`config.mk`:
```
export PLATFORM = sky130hd
export DESIGN_NAME = trisc_mem_arbiter_flat
export DESIGN_NICKNAME = d
export VERILOG_FILES = /design/src/rtl/trisc_mem_arbiter_pkg.sv /design/src/rtl/trisc_mem_arbiter_if.sv /design/src/rtl/trisc_mem_arbiter.sv /design/src/flat_wrapper.sv
export SDC_FILE = /design/constraint.sdc
export NUM_CORES = 1
export LEC_CHECK = 0
export CORE_MARGIN = 4
export CORE_UTILIZATION = 40
export CTS_BUF_LIST = sky130_fd_sc_hd__clkbuf_8
export DETAILED_ROUTE_END_ITERATION = 12
export PLACE_DENSITY = 0.76
export SLEW_MARGIN = 20
export SYNTH_ARGS = -nofsm -noshare
export SYNTH_HDL_FRONTEND = slang
export SYNTH_SLANG_ARGS = --single-unit
```
`constraint.sdc`:
```
create_clock -name SysClock -period 3.35 [get_ports SysClock]
set_input_delay 0.67 -clock SysClock [delete_from_list [all_inputs] [get_ports SysClock]]
set_output_delay 0.67 -clock SysClock [all_outputs]
set_load 0.02 [all_outputs]
```
`src/rtl/trisc_mem_arbiter_pkg.sv`:
```
// rtl/trisc_mem_arbiter_pkg.sv - shared types and defaults for the TRISC memory arbiter
package trisc_pkg;

  localparam int AW_DEF = 8;
  localparam int DW_DEF = 8;

  typedef enum logic [1:0] {
    IDLE  = 2'd0,
    ISSUE = 2'd1,
    WAIT  = 2'd2,
    DONE  = 2'd3
  } arb_state_e;

  typedef enum logic {
    REQ_CPU = 1'b0,
    REQ_PNL = 1'b1
  } req_id_e;

endpackage

```
`src/rtl/trisc_mem_arbiter_if.sv`:
```
// rtl/trisc_mem_arbiter_if.sv - requester, memory and status signals of the TRISC memory arbiter
interface trisc_mem_arbiter_if
  import trisc_pkg::*;
#(
  parameter int AW = AW_DEF,
  parameter int DW = DW_DEF
);

  logic          CpuReq;
  logic          CpuWe;
  logic [AW-1:0] CpuAddr;
  logic [DW-1:0] CpuWData;
  logic          CpuAck;
  logic [DW-1:0] CpuRData;

  logic          PnlReq;
  logic          PnlWe;
  logic [AW-1:0] PnlAddr;
  logic [DW-1:0] PnlWData;
  logic          PnlAck;
  logic [DW-1:0] PnlRData;

  logic          MemEn;
  logic          MemWe;
  logic [AW-1:0] MemAddr;
  logic [DW-1:0] MemWData;
  logic [DW-1:0] MemRData;

  logic          Busy;

  // Environment side: control unit, front panel and the memory macro.
  modport master (
    output CpuReq, CpuWe, CpuAddr, CpuWData,
    input  CpuAck, CpuRData,
    output PnlReq, PnlWe, PnlAddr, PnlWData,
    input  PnlAck, PnlRData,
    input  MemEn, MemWe, MemAddr, MemWData,
    output MemRData,
    input  Busy
  );

  // Arbiter side.
  modport slave (
    input  CpuReq, CpuWe, CpuAddr, CpuWData,
    output CpuAck, CpuRData,
    input  PnlReq, PnlWe, PnlAddr, PnlWData,
    output PnlAck, PnlRData,
    output MemEn, MemWe, MemAddr, MemWData,
    input  MemRData,
    output Busy
  );

endinterface

```
`src/rtl/trisc_mem_arbiter.sv`:
```
// rtl/trisc_mem_arbiter.sv - serialises CPU and front-panel accesses onto the single memory port
module trisc_mem_arbiter
  import trisc_pkg::*;
#(
  parameter int AW       = AW_DEF,
  parameter int DW       = DW_DEF,
  parameter int MEM_LAT  = 1,
  parameter int CPU_PRIO = 0
) (
  input  logic                SysClock,
  input  logic                StartStop,
  trisc_mem_arbiter_if.slave  bus
);

  // Counter reload so that capture lands MEM_LAT cycles after ISSUE.
  localparam logic [3:0] LAT_RELOAD = 4'(MEM_LAT - 1);

  arb_state_e    state;
  arb_state_e    state_nxt;
  logic [3:0]    lat_cnt;
  logic [3:0]    lat_cnt_nxt;
  req_id_e       last_win;
  req_id_e       win;
  logic          grant;
  req_id_e       grant_id;
  logic          capture;

  logic          lat_we;
  logic [AW-1:0] lat_addr;
  logic [DW-1:0] lat_wdata;
  logic [DW-1:0] cpu_rdata;
  logic [DW-1:0] pnl_rdata;

  // Next-state, arbitration decision and read-capture strobe.
  always_comb begin
    state_nxt   = state;
    lat_cnt_nxt = lat_cnt;
    grant       = 1'b0;
    grant_id    = REQ_CPU;
    capture     = 1'b0;
    case (state)
      IDLE: begin
        if (bus.CpuReq && bus.PnlReq) begin
          grant = 1'b1;
          if (CPU_PRIO != 0) begin
            grant_id = REQ_CPU;
          end else begin
            grant_id = (last_win == REQ_CPU) ? REQ_PNL : REQ_CPU;
          end
        end else if (bus.CpuReq) begin
          grant    = 1'b1;
          grant_id = REQ_CPU;
        end else if (bus.PnlReq) begin
          grant    = 1'b1;
          grant_id = REQ_PNL;
        end
        if (grant) begin
          state_nxt = ISSUE;
        end
      end
      ISSUE: begin
        lat_cnt_nxt = LAT_RELOAD;
        state_nxt   = WAIT;
      end
      WAIT: begin
        if (lat_cnt == 4'd0) begin
          capture   = ~lat_we;
          state_nxt = DONE;
        end else begin
          lat_cnt_nxt = lat_cnt - 4'd1;
        end
      end
      DONE: begin
        state_nxt = IDLE;
      end
      default: begin
        state_nxt = IDLE;
      end
    endcase
  end

  // State register and latency counter.
  always_ff @(posedge SysClock) begin
    if (!StartStop) begin
      state   <= IDLE;
      lat_cnt <= 4'd0;
    end else begin
      state   <= state_nxt;
      lat_cnt <= lat_cnt_nxt;
    end
  end

  // Winner bookkeeping, request latches and per-requester read data.
  always_ff @(posedge SysClock) begin
    if (!StartStop) begin
      last_win  <= REQ_PNL;
      win       <= REQ_CPU;
      lat_we    <= 1'b0;
      lat_addr  <= '0;
      lat_wdata <= '0;
      cpu_rdata <= '0;
      pnl_rdata <= '0;
    end else begin
      if (grant) begin
        win      <= grant_id;
        last_win <= grant_id;
        if (grant_id == REQ_CPU) begin
          lat_we    <= bus.CpuWe;
          lat_addr  <= bus.CpuAddr;
          lat_wdata <= bus.CpuWData;
        end else begin
          lat_we    <= bus.PnlWe;
          lat_addr  <= bus.PnlAddr;
          lat_wdata <= bus.PnlWData;
        end
      end
      if (capture) begin
        if (win == REQ_CPU) begin
          cpu_rdata <= bus.MemRData;
        end else begin
          pnl_rdata <= bus.MemRData;
        end
      end
    end
  end

  // Memory strobe is a pure state decode so an ISSUE already underway reaches the macro.
  assign bus.MemEn    = (state == ISSUE);
  assign bus.MemWe    = lat_we;
  assign bus.MemAddr  = lat_addr;
  assign bus.MemWData = lat_wdata;
  assign bus.CpuAck   = (state == DONE) && (win == REQ_CPU);
  assign bus.PnlAck   = (state == DONE) && (win == REQ_PNL);
  assign bus.CpuRData = cpu_rdata;
  assign bus.PnlRData = pnl_rdata;
  assign bus.Busy     = (state != IDLE);

endmodule

```
`src/flat_wrapper.sv`:
```
// flat-port wrapper written by rule: the top's interface ports become plain ports
module trisc_mem_arbiter_flat import trisc_pkg::*;
#(
  parameter int AW       = AW_DEF,
  parameter int DW       = DW_DEF,
  parameter int MEM_LAT  = 1,
  parameter int CPU_PRIO = 0
)
  (SysClock, StartStop, bus_CpuReq, bus_CpuWe, bus_CpuAddr, bus_CpuWData, bus_CpuAck, bus_CpuRData, bus_PnlReq, bus_PnlWe, bus_PnlAddr, bus_PnlWData, bus_PnlAck, bus_PnlRData, bus_MemEn, bus_MemWe, bus_MemAddr, bus_MemWData, bus_MemRData, bus_Busy);
  trisc_mem_arbiter_if #(.AW(AW), .DW(DW)) bus_i ();
  input  logic SysClock;
  input  logic StartStop;
  input wire logic [$bits(bus_i.CpuReq)-1:0] bus_CpuReq;
  input wire logic [$bits(bus_i.CpuWe)-1:0] bus_CpuWe;
  input wire logic [$bits(bus_i.CpuAddr)-1:0] bus_CpuAddr;
  input wire logic [$bits(bus_i.CpuWData)-1:0] bus_CpuWData;
  output wire logic [$bits(bus_i.CpuAck)-1:0] bus_CpuAck;
  output wire logic [$bits(bus_i.CpuRData)-1:0] bus_CpuRData;
  input wire logic [$bits(bus_i.PnlReq)-1:0] bus_PnlReq;
  input wire logic [$bits(bus_i.PnlWe)-1:0] bus_PnlWe;
  input wire logic [$bits(bus_i.PnlAddr)-1:0] bus_PnlAddr;
  input wire logic [$bits(bus_i.PnlWData)-1:0] bus_PnlWData;
  output wire logic [$bits(bus_i.PnlAck)-1:0] bus_PnlAck;
  output wire logic [$bits(bus_i.PnlRData)-1:0] bus_PnlRData;
  output wire logic [$bits(bus_i.MemEn)-1:0] bus_MemEn;
  output wire logic [$bits(bus_i.MemWe)-1:0] bus_MemWe;
  output wire logic [$bits(bus_i.MemAddr)-1:0] bus_MemAddr;
  output wire logic [$bits(bus_i.MemWData)-1:0] bus_MemWData;
  input wire logic [$bits(bus_i.MemRData)-1:0] bus_MemRData;
  output wire logic [$bits(bus_i.Busy)-1:0] bus_Busy;
  assign bus_i.CpuReq = bus_CpuReq;
  assign bus_i.CpuWe = bus_CpuWe;
  assign bus_i.CpuAddr = bus_CpuAddr;
  assign bus_i.CpuWData = bus_CpuWData;
  assign bus_CpuAck = bus_i.CpuAck;
  assign bus_CpuRData = bus_i.CpuRData;
  assign bus_i.PnlReq = bus_PnlReq;
  assign bus_i.PnlWe = bus_PnlWe;
  assign bus_i.PnlAddr = bus_PnlAddr;
  assign bus_i.PnlWData = bus_PnlWData;
  assign bus_PnlAck = bus_i.PnlAck;
  assign bus_PnlRData = bus_i.PnlRData;
  assign bus_MemEn = bus_i.MemEn;
  assign bus_MemWe = bus_i.MemWe;
  assign bus_MemAddr = bus_i.MemAddr;
  assign bus_MemWData = bus_i.MemWData;
  assign bus_i.MemRData = bus_MemRData;
  assign bus_Busy = bus_i.Busy;
  trisc_mem_arbiter #(.AW(AW), .DW(DW), .MEM_LAT(MEM_LAT), .CPU_PRIO(CPU_PRIO)) u_core (.SysClock(SysClock), .StartStop(StartStop), .bus(bus_i));
endmodule
```
Yosys cells after proc, flatten, opt, wreduce, memory -nomap -nowiden
Cells that the tools add are included.
{"block": "totals", "wordCells": 48, "output_inout_bits": 37, "reg_bits": 41}
{"block": "op_classes", "n_reduce_logical": 11, "mux": 19, "bitwise": 2, "add_sub_neg": 1, "n_eq_ne": 6}
{"operator": "8-bit two-way mux", "n": 2}
{"operator": "1-bit two-way mux", "n": 12}
{"operator": "2-bit one-hot mux with 4 select lines", "n": 1}
{"operator": "4-bit one-hot mux with 2 select lines", "n": 1}
{"operator": "2-bit AND reduction", "n": 4}
{"operator": "2-bit equality test, second input constant", "n": 2}
{"operator": "4-bit logical NOT", "n": 1}
{"operator": "2-bit two-way mux", "n": 2}
{"operator": "4-bit two-way mux", "n": 1}
{"operator": "2-bit by 1-bit != test with 1-bit output, second input constant", "n": 2}
{"operator": "2-bit nonzero test", "n": 2}
{"operator": "4-bit by 1-bit subtractor with 4-bit output, second input constant", "n": 1}
{"operator": "1-bit logical AND", "n": 3}
{"operator": "2-bit by 1-bit equality test with 1-bit output, second input constant", "n": 1}
{"operator": "2-bit logical NOT", "n": 1}
{"operator": "2-bit != test, second input constant", "n": 1}
{"operator": "1-bit NOT", "n": 2}

Logic depth before layout (Yosys ltp)
{"block": "depth", "word_depth": 6, "ltp_mapped": 7}

Worst setup path after synthesis
OpenSTA, ideal clock, no wires.
{"block": "synth_timing", "path_kind": "input port to flip-flop", "start": "input port bus_CpuReq", "end": "register u_core.lat_wdata[0] (netlist: u_core.bus.MemWData[0])", "slack_ns": 1.574, "arrival_ns": 1.702, "required_time_ns": 3.276, "setup_ns": 0.074, "stages": 5, "path_buffers": 2, "path_cell_list": "and2_1 clkbuf_1 clkbuf_1 or3b_2 a31oi_1"}
{"block": "synth_between", "elab_chain_cells": 4, "word_cells_on_any_way": 9}
{"element": "from (decl)", "line_no": "flat_wrapper.sv:13", "text": "input wire logic [$bits(bus_i.CpuReq)-1:0] bus_CpuReq;"}
{"element": "1-bit two-way mux / 1-bit logical AND (equally long branches)", "line_no": "trisc_mem_arbiter.sv:50, trisc_mem_arbiter.sv:43"}
{"element": "1-bit two-way mux", "line_no": "trisc_mem_arbiter.sv:43", "text": "if (bus.CpuReq && bus.PnlReq) begin"}
{"element": "1-bit two-way mux", "line_no": "trisc_mem_arbiter.sv:41", "text": "case (state)"}
{"element": "8-bit two-way mux / 1-bit two-way mux (equally long branches)", "line_no": "trisc_mem_arbiter.sv:107, trisc_mem_arbiter.sv:41"}
{"element": "to (signal assigned)", "line_no": "trisc_mem_arbiter.sv:110", "text": "lat_wdata <= bus.CpuWData;"}
{"element": "to (signal assigned)", "line_no": "trisc_mem_arbiter.sv:114", "text": "lat_wdata <= bus.PnlWData;"}
{"element": "to (decl)", "line_no": "trisc_mem_arbiter.sv:30", "text": "logic [DW-1:0] lat_wdata;"}
Parallel ways exist; a longest one is shown, timed or not. The select of a mux whose other input is x is not followed.
A chain may end at the register's enable or synchronous reset.

Worst setup path in the final report
{"block": "layout_timing", "start": "register u_core.state[0]", "end": "output port bus_Busy"}
{"block": "layout_between", "elab_chain_cells": 1}
{"element": "from (decl)", "line_no": "trisc_mem_arbiter.sv:18", "text": "arb_state_e state;"}
{"element": "from (signal assigned)", "line_no": "trisc_mem_arbiter.sv:88", "text": "state <= state_nxt;"}
{"element": "2-bit nonzero test", "line_no": "trisc_mem_arbiter.sv:136", "text": "assign bus.Busy = (state != IDLE);"}
{"element": "to (decl)", "line_no": "flat_wrapper.sv:30", "text": "output wire logic [$bits(bus_i.Busy)-1:0] bus_Busy;"}
Every way passes these cells.

==> out/metrics.yaml <==
clocking:
  clock_sink_count: 41
  cts_hold_buf: 0
  post_cts_sizing: 0
  cts-buffers-inserted: 5
  ctsHtreeMaxLevel: 2
  cts_tree: "yes"
  clockBufferDepth: 2
  clk-insertion-delay-late_ns: 0.29
  clk_transition_reported_paths_ns: 0.08
  cts_root_buffer: "clkbuf_8"
  cts_setup_buffers: 0
final_layout:
  fillerInstances: 419
  insertedDiodeCount: 0
  finish.cell_count_without_fillers: 341
  area_growth_pct: 49.3
  multi_input_gate_area_um2: 1000
  nets: 340
  final-seq-area_um2: 821
  post_route_cells_drive_above_1_share: 0.0796
  fin_util: 0.638
flow_run:
  max_cap_violations: 0
grt:
  busiest_layer: "met2"
  grt_use_met2: 0.275
  global_route.overflow_total: 0
  grt_pass1_vias: 1749
  globalRouteTotalUtil: 0.156
  grt_util_met3: 0.0718
  globalRouteMet1Util: 0.171
  grt_first_pass_wirelength_um: 7700
  grt_antenna_before_repair: 0
  grt_start_max_net_pins: 53
synthesis:
  synth.yosys.warnings: 0
  postSynth.topFlopCell: "dfxtp_1"
  syn_avg_cell_area_um2: 9.00
  yosys.area.top_type_share: 0.426
  netlist_instances: 214
  synth_top_area_cell: "dfxtp_1"
  syn_area_mm2: 0.00193
  sequential_fraction_of_the_synthesis_area: 0.426
  synthArstFlopShare: 0
  yosys.cell_types.count: 29
  synthTopCellsByArea: "dfxtp_1 43%, mux2i_1 9.9%, o21ai_0 8.8%, a31oi_1 5.5%, nand2_1 5.3%"
  number_of_flops_mapped_to_enable_cells_by_yosys: 0
  mappedNetlistNets: 266
  flip_flop_and_latch_count_after_synthesis: 41
critical_path:
  critical_path_required_ns: 2.68
  critical-path-top-cell-by-count: "inv_1"
  worstSetupStartpointType: "register"
  timing.critical_path.depth: 4
  regToRegEndpoint: "u_core.bus.MemWData[3]$_SDFFE_PN0P_"
  worst-r2r-setup-slack_ns: 1.30
  worst_path_max_delay_cell: "clkdlybuf4s50_1"
  timing.critical_path.cells: "inv_1 > ha_1 > inv_1 > clkdlybuf4s50_1"
  worst_setup_path_end_kind: "output port"
  critical_path.top_delay_family: "buffers and inverters"
  r2r_cells: 5
  critical_path.endpoint: "bus_Busy"
  path_class: "reg2out"
  timing.critical_path.buf_inv: 3
  r2r_start: "u_core.state[0]$_SDFFE_PN0P_"
  critPathMaxFanout: 4
  critical_path.max_stage_delay_ns: 0.61
  worstSetupStartpoint: "u_core.state[0]$_SDFFE_PN0P_"
  timing.critical_path.arrival_ns: 1.71
place:
  final_hpwl_from_detailed_placement_um: 3400
  buffer_ports.inserted: 82
  gp_congestion: 0.674
  dp.cells: 333
detailed_routing:
  dr_total_vias: 1774
  final_antenna_net_count: 0
  detail_route.wirelength_um: 4670
  post_drt_wl_per_cell_um: 13.7
  post_drt_via_cell_ratio: 5.20
  drt_iter0_drc: 78
  first_pass_iters: 4
  drc_viols: 0
pwr:
  switching_power_mw: 0.715
  p_leak_nw: 1.10
  worst_ir_drop_vdd_v: 0.000324
  p_per_area_mw_per_mm2: 685
  power_frac_comb: 0.447
  internal-power_mw: 1.25
  swShare: 0.363
  power.sequential.fraction: 0.348
  clkPwrFrac: 0.205
sta:
  worst-slew-pin-transition_ns: 0.881
  max_freq_mhz: 421
  period_needed_ns: 2.38
  final-hold-violation-count: 0
  fin_crit_sh: 0.709
  timing.final.setup_violations: 0
  totalNegativeSetupSlack_ns: 0
  maxSlewViolCount: 0
  finClkSkew_ns: 0.00694
  grt_setup_unrepaired: "false"
  worst_slew_margin_rel: 0.413
worst_hold_path:
  timing.hold.worst.class: "reg2reg"
  worstHoldPathCells: 2
floorplanning:
  die_width_um: 77.4
  floorplan.io_pins: 83
  fp.dieH_um: 77.4
  core_area_mm2: 0.00450
  floorplan.die_area_mm2: 0.00599
  std_cell_rows: 24
  initial_utilization: 0.428
outcome:
  status: "finished clean"
tightest hold or removal path: cells and delay by family, from the launching register on:
kind             cells  cell delay (ns)
DFF                  1             0.31
and+or+nand+nor      1             0.05
muxes                1             0.05
cells in the final DEF, fill, tap and decap left out, types with 2 or more instances in the layout:
master,count
clkdlybuf4s50_1,82
clkbuf_8,6
inv_1,9
o21ai_0,34
o211ai_1,2
dfxtp_1,41
nand2_1,27
nand3_1,5
or3b_1,8
mux2i_1,19
ha_1,6
buf_4,3
a21boi_0,2
or3b_2,9
a31oi_1,17
and2_1,3
nand3b_1,2
metrics by stage:
step | power [mW] | setup slack [ns] | hold WS [ns] | area, µm²
2_1_floorplan | 1.21 | 1.57 | 0.468 | 1930
3_3_place_gp | 1.57 | 0.799 | 0.444 | 2760
3_5_place_dp | 1.59 | 0.726 | 0.452 | 2760
4_1_cts | 2.00 | 0.943 | 0.462 | 2880
5_1_grt | 2.10 | 0.918 | 0.484 | 2880
6_report | 1.97 | 0.974 | 0.458 | 2880
layout make-up:
type / count / share of cell area
inverters: 8 / 0.0104
well taps: 52 / 0.0226
multi-input cells: 147 / 0.348
flip-flops and latches: 41 / 0.285
clock buffers: 6 / 0.0287
clock inverters: 2 / 0.0117
repair buffers: 85 / 0.293
registers in the layout, summed over array words and instances, names as in the netlist:
| signal | flops |
|---|---|
| u_core.bus.MemWData | 8 |
| u_core.lat_cnt | 4 |
| u_core.last_win | 1 |
| u_core.bus.MemAddr | 8 |
| u_core.bus.CpuRData | 8 |
| u_core.bus.PnlRData | 8 |
| u_core.win | 1 |
| u_core.state | 2 |
| u_core.bus.MemWe | 1 |
logic make-up after synthesis:
family / count (synthesis) / synth area share
buf+inv: 26 / 0.0546
fa+ha+maj: 6 / 0.0390
compound gates: 60 / 0.182
flops: 41 / 0.426
simple gates: 62 / 0.199
mux: 19 / 0.0988
power by group through the flow:
stage | Clock, mW | Sequential, mW | Combinational (mW)
final | 0.405 | 0.685 | 0.881
after floorplan | 0 | 0.808 | 0.405
after global placement | 0 | 0.690 | 0.882
after detailed placement | 0 | 0.695 | 0.892
after global routing | 0.437 | 0.701 | 0.965
after CTS | 0.421 | 0.686 | 0.893
layer usage:
metal / vias up / wire length (µm)
met5: - / 0
met1: 804 / 1990
li1: 907 / -
met4: 0 / 34
met2: 59 / 2220
met3: 4 / 423
synthesized netlist by cell type (2+ instances only):
cell	n
o21ai_0	34
mux2i_1	19
or3b_2	9
nand3_1	5
nand2_1	27
inv_1	8
clkbuf_1	17
nand3b_1	2
and2_1	3
dfxtp_1	41
o211ai_1	2
ha_1	6
or3b_1	8
a21boi_0	2
a31oi_1	17
worst min path at each step:
stage,startpoint,end,slack (ns)
after global placement,u_core.bus.CpuRData[0]$_SDFFE_PN0P_,u_core.bus.CpuRData[0]$_SDFFE_PN0P_,0.44
after floorplan,u_core.state[1]$_SDFFE_PN0P_,u_core.state[1]$_SDFFE_PN0P_,0.47
final,u_core.bus.PnlRData[5]$_SDFFE_PN0P_,u_core.bus.PnlRData[5]$_SDFFE_PN0P_,0.46
after global routing,u_core.bus.CpuRData[4]$_SDFFE_PN0P_,u_core.bus.CpuRData[4]$_SDFFE_PN0P_,0.48
after CTS,u_core.bus.CpuRData[4]$_SDFFE_PN0P_,u_core.bus.CpuRData[4]$_SDFFE_PN0P_,0.46
after detailed placement,u_core.bus.PnlRData[5]$_SDFFE_PN0P_,u_core.bus.PnlRData[5]$_SDFFE_PN0P_,0.45
No activity file was read; power rests on OpenSTA's default activity.
